<file path="config.mk">
export PLATFORM = sky130hd
export DESIGN_NAME = packet_rx_stream
export DESIGN_NICKNAME = d
export VERILOG_FILES = /design/src/rtl/packet_rx_stream.sv
export SDC_FILE = /design/constraint.sdc
export NUM_CORES = 1
export LEC_CHECK = 0
export CORE_MARGIN = 1
export CORE_UTILIZATION = 50
export CTS_BUF_LIST = sky130_fd_sc_hd__clkbuf_2 sky130_fd_sc_hd__clkbuf_4 sky130_fd_sc_hd__clkbuf_8
export DETAILED_ROUTE_END_ITERATION = 6
export PLACE_DENSITY = 0.69
export SETUP_SLACK_MARGIN = 0.4
export SYNTH_ARGS = -nofsm -noshare
export SYNTH_HDL_FRONTEND = slang
export SYNTH_SLANG_ARGS = --single-unit
</file>
<file path="constraint.sdc">
create_clock -name clk -period 5.7 [get_ports clk]
set_clock_uncertainty 0.1 [all_clocks]
set_input_delay 1.14 -clock clk [delete_from_list [all_inputs] [get_ports clk]]
set_output_delay 1.14 -clock clk [all_outputs]
set_load 0.02 [all_outputs]
</file>
<file path="src/rtl/packet_rx_stream.sv">
// Network-side packet receiver: framed MAC beats into a FWFT FIFO, out as a valid/ready stream.
// Define RX_STATS_EN to build the pkt/err/drop/frm statistics counters.
module packet_rx_stream #(
  parameter int DATA_W = 64,
  parameter int LEN_W  = $clog2(DATA_W/8),
  parameter int DEPTH  = 16,
  parameter int CNT_W  = 16
) (
  input  logic                     clk,
  input  logic                     rst,
  input  logic [DATA_W-1:0]        rx_data_net,
  input  logic                     rx_sof_net,
  input  logic                     rx_eof_net,
  input  logic [LEN_W-1:0]         rx_len_net,
  input  logic                     rx_vld_net,
  output logic [DATA_W-1:0]        out_data,
  output logic [DATA_W/8-1:0]      out_keep,
  output logic                     out_last,
  output logic                     out_err,
  output logic                     out_vld,
  input  logic                     out_rdy,
  output logic [$clog2(DEPTH):0]   fifo_level,
  output logic [CNT_W-1:0]         pkt_cnt,
  output logic [CNT_W-1:0]         err_cnt,
  output logic [CNT_W-1:0]         drop_cnt,
  output logic [CNT_W-1:0]         frm_cnt
);

  localparam int KEEP_W = DATA_W / 8;
  localparam int AW     = $clog2(DEPTH);
  localparam int LVL_W  = AW + 1;
  localparam int ENT_W  = DATA_W + KEEP_W + 2;

  localparam logic [LVL_W-1:0] LVL_FULL = LVL_W'(DEPTH);
  localparam logic [LVL_W-1:0] LVL_HI   = LVL_W'(DEPTH - 1);

  typedef enum logic [1:0] {IDLE, PKT, DROP} state_t;

  state_t state, state_n;

  logic [ENT_W-1:0]  mem [DEPTH];
  logic [ENT_W-1:0]  rd_ent;
  logic [AW-1:0]     wr_ptr, rd_ptr;
  logic [LVL_W-1:0]  level;
  logic              full, hi;

  logic              wr_req, wr_fire, rd_fire;
  logic [KEEP_W-1:0] keep_eof, keep_beat, wr_keep;
  logic [DATA_W-1:0] wr_data;
  logic              wr_last, wr_err;
  logic              inc_pkt, inc_err, inc_drop, inc_frm;

  assign full      = (level == LVL_FULL);
  assign hi        = (level == LVL_HI);
  assign keep_eof  = (rx_len_net == '0) ? '1
                   : (KEEP_W'(1) << rx_len_net) - KEEP_W'(1);
  assign keep_beat = rx_eof_net ? keep_eof : '1;

  always_ff @(posedge clk) begin
    if (rst) state <= IDLE;
    else     state <= state_n;
  end

  always_comb begin
    state_n  = state;
    wr_req   = 1'b0;
    wr_keep  = keep_beat;
    wr_last  = 1'b0;
    wr_err   = 1'b0;
    inc_err  = 1'b0;
    inc_drop = 1'b0;
    inc_frm  = 1'b0;
    if (rx_vld_net) begin
      unique case (state)
        IDLE: begin
          if (!rx_sof_net) begin
            inc_frm = 1'b1;
          end else if (full) begin
            inc_drop = 1'b1;
            if (!rx_eof_net) state_n = DROP;
          end else if (rx_eof_net) begin
            wr_req  = 1'b1;
            wr_last = 1'b1;
          end else if (hi) begin
            wr_req  = 1'b1;
            wr_last = 1'b1;
            wr_err  = 1'b1;
            inc_err = 1'b1;
            state_n = DROP;
          end else begin
            wr_req  = 1'b1;
            state_n = PKT;
          end
        end
        PKT: begin
          if (rx_sof_net) begin
            // close the open packet; the intruding packet is discarded
            wr_req  = 1'b1;
            wr_keep = '0;
            wr_last = 1'b1;
            wr_err  = 1'b1;
            inc_frm = 1'b1;
            state_n = rx_eof_net ? IDLE : DROP;
          end else if (rx_eof_net) begin
            wr_req  = 1'b1;
            wr_last = 1'b1;
            state_n = IDLE;
          end else if (hi) begin
            wr_req  = 1'b1;
            wr_last = 1'b1;
            wr_err  = 1'b1;
            inc_err = 1'b1;
            state_n = DROP;
          end else begin
            wr_req  = 1'b1;
          end
        end
        DROP: begin
          if (rx_eof_net) state_n = IDLE;
        end
        default: state_n = IDLE;
      endcase
    end
  end

  always_comb begin
    wr_data = '0;
    for (int i = 0; i < KEEP_W; i++) begin
      wr_data[i*8 +: 8] = wr_keep[i] ? rx_data_net[i*8 +: 8] : 8'h00;
    end
  end

  assign rd_fire = out_vld && out_rdy;
  assign wr_fire = wr_req && (!full || rd_fire);
  assign inc_pkt = wr_fire && wr_last && !wr_err;

  always_ff @(posedge clk) begin
    if (wr_fire) mem[wr_ptr] <= {wr_err, wr_last, wr_keep, wr_data};
  end

  always_ff @(posedge clk) begin
    if (rst) begin
      wr_ptr <= '0;
      rd_ptr <= '0;
      level  <= '0;
    end else begin
      if (wr_fire) wr_ptr <= wr_ptr + 1'b1;
      if (rd_fire) rd_ptr <= rd_ptr + 1'b1;
      unique case ({wr_fire, rd_fire})
        2'b10:   level <= level + 1'b1;
        2'b01:   level <= level - 1'b1;
        default: level <= level;
      endcase
    end
  end

  assign rd_ent     = mem[rd_ptr];
  assign out_vld    = (level != '0);
  assign out_data   = out_vld ? rd_ent[DATA_W-1:0] : '0;
  assign out_keep   = out_vld ? rd_ent[DATA_W +: KEEP_W] : '0;
  assign out_last   = out_vld && rd_ent[DATA_W+KEEP_W];
  assign out_err    = out_vld && rd_ent[DATA_W+KEEP_W+1];
  assign fifo_level = level;

`ifdef RX_STATS_EN
  always_ff @(posedge clk) begin
    if (rst) begin
      pkt_cnt  <= '0;
      err_cnt  <= '0;
      drop_cnt <= '0;
      frm_cnt  <= '0;
    end else begin
      if (inc_pkt  && pkt_cnt  != '1) pkt_cnt  <= pkt_cnt  + 1'b1;
      if (inc_err  && err_cnt  != '1) err_cnt  <= err_cnt  + 1'b1;
      if (inc_drop && drop_cnt != '1) drop_cnt <= drop_cnt + 1'b1;
      if (inc_frm  && frm_cnt  != '1) frm_cnt  <= frm_cnt  + 1'b1;
    end
  end
`else
  logic unused_stats;
  assign unused_stats = ^{inc_pkt, inc_err, inc_drop, inc_frm};
  assign pkt_cnt  = '0;
  assign err_cnt  = '0;
  assign drop_cnt = '0;
  assign frm_cnt  = '0;
`endif

endmodule
</file>
# Word level (Yosys, flattened, before mapping)
# Memories as Yosys holds them, arrays and structs flattened. A register that Yosys moved wholly into a read port is not among the register bits.
# Cells that the tools add are included.
[totals] in_bits=73 n_memories=1 regBits=15 output_inout_bits=144 word_cells=80 romBits=0 mem_bits_rw=1184 latch_bits=0
[op_classes] n_div=0 n_lt_le_gt_ge=0 add_sub_neg=5 n_bitwise=0 mux=48 eq_ne=10 mul=0 shifts=1 reduce_logical=11
[memory_table] memory="mem" words=16 width=74 read_ports=1 rd_clocked_by_memory_dff=1 write_ports=1 line="41" rtl="logic [ENT_W-1:0] mem [DEPTH];"
[op_table] operator="2-to-1 mux 8 bit" count=14
[op_table] operator="2-to-1 mux 64 bit" count=1
[op_table] operator="2-to-1 mux 2 bit" count=10
[op_table] operator="2-to-1 mux 1 bit" count=16
[op_table] operator="case mux 5 bit (2 select lines)" count=1
[op_table] operator="adder 4 x 1 -> 4 bit (second input constant)" count=2
[op_table] operator="2-to-1 mux 4 bit" count=2
[op_table] operator="left shift 1 x 3 -> 8 bit (first input constant)" count=1
[op_table] operator="subtractor 8 x 1 -> 8 bit (second input constant)" count=1
[op_table] operator="!= test 2 bit (second input constant)" count=3
[op_table] operator="case mux 1 bit (2 select lines)" count=3
[op_table] operator="case mux 2 bit (3 select lines)" count=1
[op_table] operator="adder 5 x 1 -> 5 bit (second input constant)" count=1
[op_table] operator="equality test 5 x 4 -> 1 bit (second input constant)" count=1
[op_table] operator="equality test 5 bit (second input constant)" count=1
[op_table] operator="AND reduction 5 bit" count=1
[op_table] operator="nonzero test 5 bit" count=1
[op_table] operator="subtractor 5 x 1 -> 5 bit (second input constant)" count=1
[op_table] operator="equality test 2 x 1 -> 1 bit (second input constant)" count=2
[op_table] operator="equality test 2 bit (second input constant)" count=2
[op_table] operator="logical AND 1 bit" count=4
[op_table] operator="!= test 4 bit (second input constant)" count=1
[op_table] operator="zero test 3 bit" count=1
[op_table] operator="zero test 2 bit" count=1
[op_table] operator="other kinds (3)" count=3

# Logic depth before layout (Yosys ltp)
# Gate-level depths: netlist (run 1).
[logic_depth] depth_word=8 ltp_mapped=15 depth_no_buf=11

# Worst setup path before layout (run 1)
# Ideal clock, no wire load.
[synth_path] path_type="in2reg" from="input rx_vld_net" to="memory mem[10][0] in the netlist's numbering (enable)" required_ns=5.159 setup_ns=0.441 t_arrival_ns=3.442 slack_ns=1.718 n_path_buf=1 cell_stages=4 path_cell_list="nand2b_1 -> a21oi_2 -> buf_2 -> and3_1"
[synth_via] elab_chain_cells=4
[synth_lines] item="from (decl)" line="15" rtl="input logic rx_vld_net,"
[synth_lines] item="2-to-1 mux 1 bit" line="73" rtl="if (rx_vld_net) begin"
[synth_lines] item="logical AND 1 bit" line="134" rtl="assign wr_fire = wr_req && (!full || rd_fire);"
[synth_lines] item="2-to-1 mux 1 bit" line="138" rtl="if (wr_fire) mem[wr_ptr] <= {wr_err, wr_last, wr_keep, wr_data};"
[synth_lines] item="2-to-1 mux 1 bit (implied by the code)" line="138"
[synth_lines] item="to (decl)" line="41"
# No other way between the ends.

==> flow_results.org, run 1 <==
** Synth
- Synthesis-stage register bit count :: 1,203
- Proportion of synthesized flip-flops having asynchronous set or reset :: 0%
- Most instantiated cells after synthesis :: edfxtp_1 (1,184), mux4_2 (294), mux2i_1 (80)
- The most common cell in the synthesized netlist is edfxtp_1.
- Top-area cell type share of the netlist area :: 75.8%
- Synthesis produced 2,128 cells.
- Library cells used by synthesis :: 57
- Total number of yosys warnings :: 0
- Top area cells in the synthesized netlist :: edfxtp_1 (76%), mux4_2 (14%), mux2i_1 (1.7%)
- Top cell type by total area after synthesis :: edfxtp_1
- After synthesis, the mean cell area works out to 22.1 µm².
- The mapped netlist covers 46,900 µm².
- Post-synth EDFFs :: 1,184
- Portion of the post-synthesis area used by sequential elements :: 76.6%
- Primary flip-flop cell chosen by synthesis mapping :: edfxtp_1

** Clock tree
- CTS built an H-tree with a depth of 4.
- Clock sink count :: 1,203
- Clock insertion delay at the later pin of the skew report :: 0.83 ns
- TritonCTS built the clock tree.
- Counting along the longest clock path gives a buffer depth of 3.
- Hold-fix buffers at CTS :: 0
- Clock tree synthesis selected as its root buffer the cell clkbuf_8.
- Clock-pin slew was measured on the worst setup and hold paths at 0.06 ns.
- In this run, CTS created clock tree buffers numbering 185.

** Placement
- Routability-driven placement finished with a final weighted congestion of 0.769.
- HPWL after detailed placement :: 55.8 mm
- Port Buffer Count :: 152

** Finish
- The filler cells instantiated in the layout total 6,656.
- Of the cells placed in the final design, the portion with a size suffix greater than 1 is 26.4%.
- From synthesis to final layout, the design area changed by 14.6%.
- At the end of the flow the core is filled with cells to 57.7%.
- Layout Nets :: 2,497

** Setup path
- Kind of critical path :: reg2out
- Critical Path RT :: 4.46 ns
- Counting stages on the worst path, the most repeated cell is a211oi_1.
- Data arrives at the worst endpoint at 3.83 ns.
- Maximum single-stage delay on the critical path :: 0.76 ns
- The signal on the critical path passes through buf_12 > mux4_2 > a211oi_1 > a211oi_1 > clkdlybuf4s50_1.
- The worst setup path is captured at a primary output.
- Internal reg-to-reg setup slack :: 1.75 ns
- Of all nets on the critical path, the largest fanout is 36.
- For this design, the slowest cell found on the critical path is clkdlybuf4s50_1.
- Critical Path Source Type :: register

** Route
- # DRC :: 0
- Dividing the detail-routed via count by the number of cells gives 5.94.
- M1 WL :: 41.5 mm
- Detailed-routed wire length on met3 :: 7.38 mm
- Dividing the detail-routed wire length by the instance count gives 27.6 µm.
- Total iterations of the first detailed-routing run :: 5
- The final route contains 22,700 vias.
- Max layer used :: met4
- Final routed wirelength across all metal layers :: 106 mm
- Detailed router's first-iteration violation count :: 2,188
- The count of nets left with antenna violations once routing finished came out at 0.
- In the detailed route, the total length drawn on met2 is 54.6 mm.

** Global routing
- Vias in the first global route :: 24,000
- Remaining Overflow, GRT :: 0
- Pin count of the biggest net entering global routing :: 63
- Global routing consumed, over all layers together, 22.7% of the routing resources.
- Number of antenna violations at the first check in global routing :: 4
- The first global-routing pass estimated 156 mm of wire.

** Timing
- Number of endpoints with negative hold slack in the final report :: 0
- Setup total negative slack on the finished layout was measured at 0 ns.
- Total setup violations reported at the end of the flow :: 0
- Crit path time final :: 5.07 ns
- Static timing analysis puts the maximum clock frequency at 0.197 GHz.
- Crit share post-route :: 88.9%
- Worst Max-Slew Pin Slew :: 1.43 ns
- Final-report max-slew violation count :: 0
- Setup repair after global routing left no endpoint under its margin.
- Measured against its own limit, the worst slew margin works out to 4.62%.

** Power and ir drop
- The worst-case IR drop observed on VDD is 393 µV.
- Summed over all cells, the static leakage comes to 17.1 nW.
- Power Dens Cells :: 414 nW/µm²

** Die
- The die covers 95,100 µm².
- During I/O placement, the number of pins put on the boundary was 217.
- The initial utilization of the core area, before any placement, comes to 50.4%.
- Die Y :: 308 µm
- Floorplan core area :: 93,200 µm²
- Measured along the x axis, the die boundary spans 308 µm.
- The floorplan has 112 rows.

** Run
- The tool flagged a number of max-cap violations equal to 0.

** Hold path
- The tightest min-delay check is of the reg2reg type.

** Run status
- Result of the run :: finished, final reports clean
==> kinds of logic after synthesis <==
logic type                 count (synthesis)  synth area share, %
and+or+nand+nor                          216                 2.61
xor gates and xnor gates                   7                0.131
adders and majority gates                  9                0.240
other                                      1              0.00799
buffers and inverters                    196                 2.33
DFF                                     1203                 76.6
muxes                                    378                 15.9
AOI/OAI and AO/OA                        118                 2.20
==> critical path, delay by kind of cell (launching register included) <==
| family | cells | cell delay (ns) |
|---|---|---|
| mux | 1 | 0.27 |
| flops | 1 | 0.75 |
| compound gates | 2 | 0.80 |
| buf+inv | 2 | 1.10 |
==> state kept, by name, summed over array words and instances (netlist names), named ones only <==
register / cells
state: 2
fifo_level: 5
mem: 1184
wr_ptr: 4
rd_ptr: 4
==> final timing paths <==
path / to / cells after the start / from
min: state[1] / 2 / state[1]
max reg2reg: fifo_level[4] / 11 / fifo_level[0]
max: out_keep[3] / 5 / register
min reg2reg: state[1] / 2 / state[1]
==> per-layer routing <==
| layer | vias to the layer above | track usage, % |
|---|---|---|
| met2 | 955 | 38.5 |
| met4 | 0 | 7.00 |
| met3 | 146 | 4.08 |
| li1 | 9484 | - |
| met1 | 12100 | 30.0 |
| met5 | - | 0 |
==> layout by cell type, fill, tap and decap left out, types with 5 or more instances in the layout <==
master	Yosys	layout
edfxtp_1	1184	1184
mux4_2	294	294
clkbuf_8	0	187
clkdlybuf4s50_1	0	152
mux2i_1	80	80
nor3_1	72	72
and2_1	74	70
a221o_1	68	68
conb_1	1	64
clkinv_1	0	57
clkbuf_4	0	56
buf_4	65	40
buf_12	0	24
nor2_1	19	19
clkinv_2	0	17
dfxtp_1	19	15
inv_1	13	12
a211oi_1	12	12
and3_4	0	12
nand2_1	9	9
ha_1	9	9
nor2b_1	6	6
a21oi_1	10	6
nand3_1	5	5
a21oi_2	1	5
xor2_1	5	5
clkinv_8	0	5
==> report_power, final <==
group | total, mW | switching (mW) | internal (mW)
logic | 5.27 | 2.89 | 2.38
clock network | 6.96 | 3.31 | 3.65
registers | 10.1 | 0.114 | 9.94
total | 22.3 | 6.31 | 16.0
==> metrics by stage <==
step | std cells | setup slack (ns) | hold slack [ns] | power [mW] | cell area, µm²
finish | 3818 | 0.631 | 0.412 | 22.3 | 53800
detailed placement | 3480 | 0.897 | 0.395 | 15.6 | 50100
global route | 3818 | 0.445 | 0.466 | 23.1 | 53800
global placement | 3480 | 1.15 | 0.378 | 15.5 | 50100
CTS | 3817 | 0.434 | 0.403 | 22.5 | 53800
floorplan | 2191 | 1.72 | 0.363 | 13.6 | 47200
==> layout make-up <==
class,instances,area (µm²),share of cell area (%)
sequential,1203,35900,66.9
multi-input combinational,792,10200,19.0
clock buffer,243,2990,5.57
timing repair buffer,218,2320,4.32
tap,1254,1570,2.92
clock inverter,92,624,1.16
inverter,15,58.8,0.109
antenna,1,2.50,0.00465
==> timing repair <==
item | 4_1_cts | 5_1_grt
gates resized for setup | 0 | 2
setup endpoints to repair | 15 | 4
buffers inserted | 2 | 0
No activity file was read; power rests on OpenSTA's default activity.
==> run 2: changes to the inputs <==
--- a/config.mk
+++ b/config.mk
@@ -5,12 +5,14 @@
 export SDC_FILE = /design/constraint.sdc
 export NUM_CORES = 1
 export LEC_CHECK = 0
+export ABC_CLOCK_PERIOD_IN_PS = 5700
 export CORE_MARGIN = 1
 export CORE_UTILIZATION = 50
 export CTS_BUF_LIST = sky130_fd_sc_hd__clkbuf_2 sky130_fd_sc_hd__clkbuf_4 sky130_fd_sc_hd__clkbuf_8
 export DETAILED_ROUTE_END_ITERATION = 6
 export PLACE_DENSITY = 0.69
 export SETUP_SLACK_MARGIN = 0.4
+export SLEW_MARGIN = 10
 export SYNTH_ARGS = -nofsm -noshare
 export SYNTH_HDL_FRONTEND = slang
 export SYNTH_SLANG_ARGS = --single-unit
==> flow_results.org, run 2 (synthesis results as in run 1) <==
** Run status
- The flow ran to the end, and the final reports show no timing, DRC or antenna violations.

** Route
- After detailed routing, the average wire length per cell comes to 27.6 µm.
- Antenna-violating nets left :: 0
- Vias per inst :: 5.93
- Detailed router's first-iteration violation count :: 2,186
- Via count :: 22,700
- Total iterations of the first detailed-routing run :: 5
- # DRC :: 0
- Final routed wirelength across all metal layers :: 106 mm

** Setup path
- Worst setup EP type :: primary output
- Critical Path RT :: 4.46 ns
- Maximum single-stage delay on the critical path :: 0.76 ns
- Kind of critical path :: reg2out
- Most common cell on crit path :: a211oi_1
- Ordered list of cells on the worst path :: buf_12 > mux4_2 > a211oi_1 > a211oi_1 > clkdlybuf4s50_1
- In this run the register-to-register setup slack is 1.76 ns.
- Measured in cells, the most critical reg-to-reg path has a length of 11.
- In this run the worst path has a maximum fanout of 36.
- The worst setup path is launched from a register.
- CP arrival :: 3.83 ns
- Among all stages on the critical path, the largest delay is contributed by clkdlybuf4s50_1.

** Timing
- FMAX :: 0.197 GHz
- Of the available clock period, the critical path in the final layout requires 88.9%.
- Setup repair after global routing left no endpoint under its margin.
- Crit path time final :: 5.07 ns
- The number of failing hold endpoints at the final stage came to 0.
- Worst Max-Slew Pin Slew :: 1.21 ns
- Slew margin rel. :: 19.1%
- Post-route setup TNS :: 0 ns
- Setup violations remaining at the end of the flow were counted as 0.
- The count of final max-slew check failures came to 0.

** Placement
- HPWL after detailed placement :: 55.8 mm
- Area of placed instances :: 50,100 µm²
- Buffers placed on the I/O ports in this run total 152.
- GP Congestion :: 0.769

** Clock tree
- Clock-pin slew on the worst setup and hold paths :: 0.06 ns
- Depth of the CTS H-tree :: 4
- In this run the deepest clock path goes through 3 buffers.
- Clock insertion delay at the later pin of the skew report :: 0.83 ns
- CTS saw 1,203 sinks.
- TritonCTS built the clock tree.
- Root buf cell :: clkbuf_8
- Counting the buffers created by CTS gives 185.

** Hold path
- Worst hold-check path type :: reg2reg
- Hold depth :: 2

** Finish
- The register with the most flip-flops in the layout has 1,184 of them.
- Most common cell after layout, fill and taps aside :: edfxtp_1
- After routing the design area is 53,800 µm².
- Leaving out fill and tap cells, the most frequent cells in the layout are edfxtp_1 (1,184), mux4_2 (294), clkbuf_8 (187).
- mem holds more flip-flops than any other register.
- For this run, the share of the core covered by cells in the final layout is 57.7%.
- For this run, the post-layout net count is 2,497.
- The area growth from synthesis to layout is 14.6%.
- The post-route netlist has 26.5% of its cells at a drive strength greater than 1.

** Die
- Die Y :: 308 µm
- The region available for standard cell placement spans 93,200 µm².
- For this design the top-level I/O count stands at 217.
- The floorplan step defined a die boundary enclosing 95,100 µm².
- Initial Util :: 50.4%
- In this run the core area contains 112 standard-cell rows.
- Width of the die :: 308 µm

** Run
- Count of max-cap constraint violations :: 0

** Global routing
- Pin count of the biggest net entering global routing :: 63
- Number of antenna violations at the first check in global routing :: 4
- Remaining Overflow, GRT :: 0
- Wire length of the first global-routing pass :: 156 mm
- All-layer global routing usage :: 22.7%
- Vias in the first global route :: 24,000

** Power and ir drop
- Design Power :: 22.3 mW
- The analysis attributes to cell leakage a power of 17.1 nW.
- Worst vdd ir :: 392 µV
- Power Dens Cells :: 414 nW/µm²
[run 2: worst paths after layout]
kind,start,to
setup / recovery,register,out_keep[3]
setup reg to reg,fifo_level[0],fifo_level[4]
hold reg to reg,state[1],state[1]
hold / removal,state[1],state[1]
[run 2: repair_timing]
action,CTS,global route
setup buffers,2,0
setup endpoints to repair,15,4
hold buffers,0,0
gates resized for setup,0,2
[run 2: through the flow]
step,hold slack (ns),worst slack [ns],std cells
finish,0.403,0.630,3818
global route,0.466,0.445,3818
CTS,0.403,0.434,3817
detailed placement,0.395,0.897,3480
global placement,0.378,1.15,3480
floorplan,0.363,1.72,2191
[run 2: critical path, delay by kind of cell (launching register included)]
family / cells / cell delay [ns]
DFF: 1 / 0.75
AOI/OAI and AO/OA: 2 / 0.80
buffers and inverters: 2 / 1.10
muxes: 1 / 0.27
[run 2: where the power goes]
part	switching [mW]	internal [mW]
Sequential	0.114	9.94
Combinational	2.89	2.38
Clock	3.31	3.65
[run 2: layer usage]
metal	wire length [µm]	vias to the layer above	part of all wire [%]	global-route usage, %
li1	-	9484	-	-
met3	7370	147	7.0	4.08
met2	54600	955	52	38.5
met1	41400	12100	39	30.0
met4	2100	0	2.0	7.00
met5	0	-	0	0
[run 2: area by class of cell]
class	instances	area, µm²
Fill cell	6656	39400
Sequential cell	1203	35900
Multi-Input combinational cell	792	10200
Clock buffer	243	2990
Timing Repair Buffer	218	2320
Tap cell	1254	1570
Clock inverter	92	624
Inverter	15	58.8
Antenna cell	1	2.50
